[config.mk]
export PLATFORM = sky130hd
export DESIGN_NAME = sram_arbiter
export DESIGN_NICKNAME = d
export VERILOG_FILES = /design/src/rtl/sram_arbiter.sv
export SDC_FILE = /design/constraint.sdc
export NUM_CORES = 1
export LEC_CHECK = 0
export ABC_CLOCK_PERIOD_IN_PS = 2670
export BUFFER_PORTS_ARGS = -buffer_cell sky130_fd_sc_hd__buf_2
export CAP_MARGIN = 20
export CELL_PAD_IN_SITES_DETAIL_PLACEMENT = 1
export CELL_PAD_IN_SITES_GLOBAL_PLACEMENT = 2
export CORE_ASPECT_RATIO = 1.4
export CORE_MARGIN = 1
export CORE_UTILIZATION = 25
export DETAILED_ROUTE_END_ITERATION = 8
export PLACE_DENSITY_LB_ADDON = 0.1
export SLEW_MARGIN = 20
export SYNTH_ARGS = -nofsm -noshare
export SYNTH_HDL_FRONTEND = slang
export SYNTH_SLANG_ARGS = --single-unit
[constraint.sdc]
create_clock -name clk -period 2.67 [get_ports clk]
set_clock_uncertainty 0.15 [all_clocks]
set_input_delay 0.1335 -clock clk [delete_from_list [all_inputs] [get_ports clk]]
set_output_delay 0.1335 -clock clk [all_outputs]
set_load 0.05 [all_outputs]
[src/rtl/sram_arbiter.sv]
`default_nettype none
// ============================================================================
// Module   : sram_arbiter
// Purpose  : Round-robin two-port arbiter and registered strobe sequencer for
//            an external asynchronous 16-bit SRAM.
// Revision : 1.0 - initial release
// ============================================================================
module sram_arbiter #(
  parameter int WAIT_CYCLES = 2
) (
  input  logic        clk,
  input  logic        rst_n,
  input  logic        req0,
  input  logic        we0,
  input  logic [18:0] addr0,
  input  logic [15:0] wdata0,
  output logic        ack0,
  output logic [15:0] rdata0,
  input  logic        req1,
  input  logic        we1,
  input  logic [18:0] addr1,
  input  logic [15:0] wdata1,
  output logic        ack1,
  output logic [15:0] rdata1,
  output logic [18:0] ram_adr,
  output logic [15:0] ram_dat_out,
  output logic        ram_dat_oe,
  input  logic [15:0] ram_dat_in,
  output logic        ram_oe_n,
  output logic        ram_we_n,
  output logic        ram_cs_n,
  output logic        busy
);

  typedef enum logic [1:0] {
    IDLE   = 2'd0,
    SETUP  = 2'd1,
    STROBE = 2'd2,
    HOLD   = 2'd3
  } state_t;

  localparam logic [3:0] c_wait_init = 4'(WAIT_CYCLES);

  state_t      state_q, state_d;
  logic [3:0]  cnt_q, cnt_d;
  logic        gnt_q, gnt_d;
  logic        last_grant_q, last_grant_d;
  logic        we_q, we_d;
  logic [18:0] adr_q, adr_d;
  logic [15:0] dat_out_q, dat_out_d;
  logic        dat_oe_q, dat_oe_d;
  logic        cs_n_q, cs_n_d;
  logic        oe_n_q, oe_n_d;
  logic        we_n_q, we_n_d;
  logic        ack0_q, ack0_d;
  logic        ack1_q, ack1_d;
  logic [15:0] rdata0_q, rdata0_d;
  logic [15:0] rdata1_q, rdata1_d;
  logic        busy_q, busy_d;
  logic        pick;

  // Every output is the registered image of the state being entered.
  always_comb begin
    state_d      = state_q;
    cnt_d        = cnt_q;
    gnt_d        = gnt_q;
    last_grant_d = last_grant_q;
    we_d         = we_q;
    adr_d        = adr_q;
    dat_out_d    = dat_out_q;
    dat_oe_d     = 1'b0;
    cs_n_d       = 1'b1;
    oe_n_d       = 1'b1;
    we_n_d       = 1'b1;
    ack0_d       = 1'b0;
    ack1_d       = 1'b0;
    rdata0_d     = rdata0_q;
    rdata1_d     = rdata1_q;
    pick         = (req0 && req1) ? ~last_grant_q : req1;

    case (state_q)
      IDLE: begin
        if (req0 || req1) begin
          gnt_d        = pick;
          last_grant_d = pick;
          we_d         = pick ? we1 : we0;
          adr_d        = pick ? addr1 : addr0;
          if (pick ? we1 : we0) begin
            dat_out_d = pick ? wdata1 : wdata0;
          end
          cs_n_d   = 1'b0;
          dat_oe_d = pick ? we1 : we0;
          state_d  = SETUP;
        end
      end
      SETUP: begin
        cs_n_d   = 1'b0;
        dat_oe_d = we_q;
        oe_n_d   = we_q;
        we_n_d   = ~we_q;
        cnt_d    = c_wait_init;
        state_d  = STROBE;
      end
      STROBE: begin
        cs_n_d   = 1'b0;
        dat_oe_d = we_q;
        if (cnt_q == 4'd1) begin
          state_d = HOLD;
          ack0_d  = ~gnt_q;
          ack1_d  = gnt_q;
          if (!we_q) begin
            if (gnt_q) rdata1_d = ram_dat_in;
            else       rdata0_d = ram_dat_in;
          end
        end else begin
          oe_n_d = we_q;
          we_n_d = ~we_q;
          cnt_d  = cnt_q - 4'd1;
        end
      end
      HOLD: begin
        state_d = IDLE;
      end
      default: begin
        state_d = IDLE;
      end
    endcase

    busy_d = (state_d != IDLE);
  end

  // Asynchronous reset forces the strobes inactive without waiting for a clock.
  always_ff @(posedge clk or negedge rst_n) begin
    if (!rst_n) begin
      state_q      <= IDLE;
      cnt_q        <= 4'd0;
      gnt_q        <= 1'b0;
      last_grant_q <= 1'b1;
      we_q         <= 1'b0;
      adr_q        <= 19'd0;
      dat_out_q    <= 16'd0;
      dat_oe_q     <= 1'b0;
      cs_n_q       <= 1'b1;
      oe_n_q       <= 1'b1;
      we_n_q       <= 1'b1;
      ack0_q       <= 1'b0;
      ack1_q       <= 1'b0;
      rdata0_q     <= 16'd0;
      rdata1_q     <= 16'd0;
      busy_q       <= 1'b0;
    end else begin
      state_q      <= state_d;
      cnt_q        <= cnt_d;
      gnt_q        <= gnt_d;
      last_grant_q <= last_grant_d;
      we_q         <= we_d;
      adr_q        <= adr_d;
      dat_out_q    <= dat_out_d;
      dat_oe_q     <= dat_oe_d;
      cs_n_q       <= cs_n_d;
      oe_n_q       <= oe_n_d;
      we_n_q       <= we_n_d;
      ack0_q       <= ack0_d;
      ack1_q       <= ack1_d;
      rdata0_q     <= rdata0_d;
      rdata1_q     <= rdata1_d;
      busy_q       <= busy_d;
    end
  end

  assign ack0        = ack0_q;
  assign ack1        = ack1_q;
  assign rdata0      = rdata0_q;
  assign rdata1      = rdata1_q;
  assign ram_adr     = adr_q;
  assign ram_dat_out = dat_out_q;
  assign ram_dat_oe  = dat_oe_q;
  assign ram_oe_n    = oe_n_q;
  assign ram_we_n    = we_n_q;
  assign ram_cs_n    = cs_n_q;
  assign busy        = busy_q;

endmodule
`default_nettype wire

== Word-level counts from Yosys, hierarchy flattened ==
Index checks and enable logic that the tools add are counted.
Storage, ports and cells
  output and inout port bits: 74
  register bits after elaboration: 83
  logic and storage cells: 57
Operators by class
  muxes and demuxes: 21
  bitwise operators: 3
  add/sub/neg operators: 1
  reductions and logical operators: 11
  equal/unequal tests: 5
Operator list (count)
  $mux W19: 1
  $mux W16: 1
  $mux W1: 10
  $pmux W1 S2: 4
  $pmux W2 S4: 1
  $pmux W4 S2: 1
  $reduce_and A4 Y1: 2
  $eq A2 B2 Y1 const B: 2
  $eq A4 B1 Y1 const B: 1
  $mux W2: 2
  $mux W4: 1
  $reduce_and A2 Y1: 2
  $reduce_bool A2 Y1: 2
  $sub A4 B1 Y4 const B: 1
  $not A1 Y1: 3
  $reduce_and A3 Y1: 1
  $eq A2 B1 Y1 const B: 1
  $logic_not A2 Y1: 1
  $ne A2 B2 Y1 const B: 1
  $reduce_or A2 Y1: 1
  $logic_and A1 B1 Y1: 1
  $logic_or A1 B1 Y1: 1

== Longest topological paths before layout ==
  depth in word-level cells: 5
  gate-level depth with buffers: 8
  mapped depth without buffers: 5

== Worst setup path after synthesis ==
No wires, ideal clock.
  path kind: reg-to-reg
  from: register state_q[0]
  to: register rdata0_q[10] (netlist: rdata0[10])
  clock period less this slack: 2.101 ns
  setup time: 0.125 ns
  stages on the path, launching flop included: 9
  path slack: 0.569 ns
  arrival time: 1.825 ns
  cells stage by stage: dfrtp_1 > inv_1 > ha_1 > buf_4 > nand4bb_4 > or3_1 > buf_6 > buf_12 > mux2_4
On the way
  cells in the longest elaborated chain, start to end: 2
RTL lines
  from (decl): RTL line 44  | state_t state_q, state_d;
  from (signal assigned): RTL line 152  | state_q <= state_d;
  $eq A2 B2 Y1: RTL line 81  | case (state_q)
  $reduce_and A4 Y1 (no line)
  to (signal assigned): RTL line 165  | rdata0_q <= rdata0_d;
  to (decl): RTL line 57  | logic [15:0] rdata0_q, rdata0_d;
No other way between the ends.
A chain may end at the register's enable or synchronous reset.

== Worst setup path in the final report ==
  from: register last_grant_q
  to: register adr_q[18] (netlist: ram_adr[18])
On the way
  cells in the longest elaborated chain, start to end: 3
RTL lines
  from (decl): RTL line 47  | logic last_grant_q, last_grant_d;
  from (signal assigned): RTL line 155  | last_grant_q <= last_grant_d;
  $not A1 Y1: RTL line 79  | pick = (req0 && req1) ? ~last_grant_q : req1;
  $mux W1: RTL line 79
  $mux W19: RTL line 87  | adr_d = pick ? addr1 : addr0;
  to (signal assigned): RTL line 157  | adr_q <= adr_d;
  to (decl): RTL line 49  | logic [18:0] adr_q, adr_d;
No other way between the ends.

==> impl_metrics.ini <==
[pwr]
combPwrFrac_pct = 55.1
switching_share_pct = 49.3
p_leak_nw = 2.83
ir_drop_mv = 0.455
pwr-share-seq_pct = 29.6
p_per_area_nw_per_um2 = 1340
power_switching_mw = 3.73
p_clk_share_pct = 15.2
total_power_mw = 7.56
internal_power_mw = 3.83

[timing]
finalHoldViolations = 0
period_share_pct = 90.2
whs_ns = 0.0112
rsz0062_at_grt = no
min_period_ns = 2.41
tightest_slew_ns = 0.728
fin_tns_setup_ns = 0
slew-limit-headroom_pct = 51.5
drv_slew = 0
timing.fmax_mhz = 415
finalSetupViolCount = 0
worst_slack_ns = 0.261

[yosys]
ys_seq_area_share_pct = 55.2
yosys-top-cells-area = dfrtp_1, mux2_2, mux2_4
ys_warn_count = 0
synth.most_common_cell = dfrtp_1
syn-num-nets = 378
synth_top_area_cell = dfrtp_1
synthFlopType = dfrtp_1
yosysTopAreaCellShare_pct = 52.4
syn_area_um2 = 3770
synth_cell_type_count = 35
synth_seq_cells = 83
synth-edff-count = 0
syn_inst = 279
synth.avg_cell_area_um2 = 13.5
netlist_top_cells_count = dfrtp_1, mux2_2, nand2_1
synthArstFlopShare_pct = 100

[worst_setup_path]
arrival_ns = 2.45
start_kind = flip-flop
cp_max_fo = 19
worstSetupPathType = reg2reg
crit_path_end_kind = flip-flop
crit_required_ns = 2.71

[detailed_routing]
drt_iter0_markers = 23
dr.pass1.iters = 4
num_vias = 2964
drc_errors = 0
via_per_inst = 4.23
wl_per_cell_um = 14.0
antenna_left = 0
routed_wl_um = 9830

[placement]
dp_slack_ns = 0.370
dp_cells = 624
place_area_um2 = 4770
io_buffers = 165
gp_congestion = 0.675
dp.final_hpwl_um = 7130

[die]
num_io_pins = 166
core_area_um2 = 14600
die_height_um = 147
initial_utilization_pct = 25.9
die_w_um = 106
rows = 52
die_area_um2 = 15600

[clocking]
numCtsBuffers = 9
cts_tree = done
post_cts_buffers = 0
cts_htree_levels = 3
clkTransAtPathRegs_ns = 0.07
insertion_delay_ns = 0.34
root_buffer = clkbuf_16
clockBufferDepth = 2
cts.sinks = 83

[global_routing]
gr-usage-all-layers_pct = 13.3
grt_use_met2_pct = 23.2
antenna_found_initial = 0
use_met3_pct = 4.53
grt_busiest_layer = met2
grt_pass1_vias = 3258
grt_overflow_total = 0
grt_pass1_wl_um = 16200
grtUsageMet1_pct = 14.8
grt_max_degree = 49

[layout]
post-route-util_pct = 38.8
nets = 605
n_antenna_cell = 0
instances_no_fill = 700
final_cell_area_um2 = 5650
area_delta_synth_final_pct = 49.8
drive_above_1_share_pct = 50.5

[worst_hold_path]
min_path_type = in2reg

[outcome]
status = completed

[job]
maxCapViolCount = 0
## cell type report
class | instances | area (um^2)
well taps | 189 | 236
clock inverters | 4 | 26.3
repair buffers | 231 | 1490
inverters | 8 | 30.0
fillers | 1638 | 8920
clock buffers | 12 | 246
flip-flops and latches | 83 | 2080
multi-input cells | 173 | 1540
## critical path, stage by stage, from the launching register on
cell and delay [ns]:
dfstp_2 0.56, a21bo_4 0.31, buf_4 0.37, mux2i_1 0.23
dlygate4sd3_1 0.56, o21ai_0 0.07
## cell families (layout without fill, tap and decap cells)
kind of cell | count (synthesis) | after routing | synth area share (%)
AO/OA/AOI/OAI | 36 | 36 | 5.61
adder cells (fa/ha/maj) | 7 | 7 | 2.32
buffers and inverters | 23 | 255 | 4.15
flip-flops | 83 | 83 | 55.2
multiplexers | 85 | 85 | 26.7
AND/OR/NAND/NOR | 45 | 45 | 6.04
## worst paths after layout
path	depth (start not counted)	slack, ns	end	startpoint
max	5	0.26	ram_adr[18]	last_grant_q
min	3	0.01	ram_dat_out[13]	wdata1[13]
max reg2reg	5	0.26	ram_adr[18]	last_grant_q
min reg2reg	2	0.32	ram_adr[14]	ram_adr[14]
max in group asynchronous	3	1.49	rdata0[5]	rst_n
min in group asynchronous	2	0.22	rdata0[2]	rst_n
## flip-flops by register name, summed over array words and instances, names as in the netlist
signal and cells:
ram_dat_out 16, busy 1, we_q 1, ack1 1, ram_we_n 1, cnt_q 4, rdata1 16, rdata0 16
ram_adr 19, ack0 1, ram_oe_n 1, last_grant_q 1, gnt_q 1, ram_cs_n 1, ram_dat_oe 1, state_q 2
## cell usage in the layout, fill, tap and decap left out, types with 4 or more instances in the layout
master	synthesis	final
buf_4	3	6
dfstp_2	4	4
mux2i_1	21	21
dfrtp_1	79	79
mux2_2	44	44
buf_2	3	164
clkbuf_16	0	9
dlygate4sd3_1	0	60
nand2_1	25	25
mux2_4	20	20
o21ai_0	24	23
inv_1	8	8
nand3_1	4	4
ha_1	7	7
nor2_1	5	5
## layer usage
layer | vias to the layer above | share of wire, %
met5 | - | 0
met4 | 0 | 1.9
met3 | 12 | 7.2
met2 | 120 | 49
met1 | 1403 | 42
li1 | 1429 | -
## power by group through the flow
| stage | logic, mW | clock network [mW] | registers [mW] |
|---|---|---|---|
| 6_report | 4.17 | 1.15 | 2.24 |
| 3_5_place_dp | 4.12 | 0 | 2.27 |
| 2_1_floorplan | 1.19 | 0 | 4.19 |
| 3_3_place_gp | 4.07 | 0 | 2.24 |
| 4_1_cts | 4.23 | 1.20 | 2.25 |
| 5_1_grt | 4.43 | 1.25 | 2.34 |
## what timing repair did
action | CTS | global route
setup endpoints to repair | 0 | 8
hold buffers | 60 | 0
hold endpoints to repair | 98 | 0
gates resized for setup | 0 | 1
Note: power is estimated with default switching activity, not from simulation.
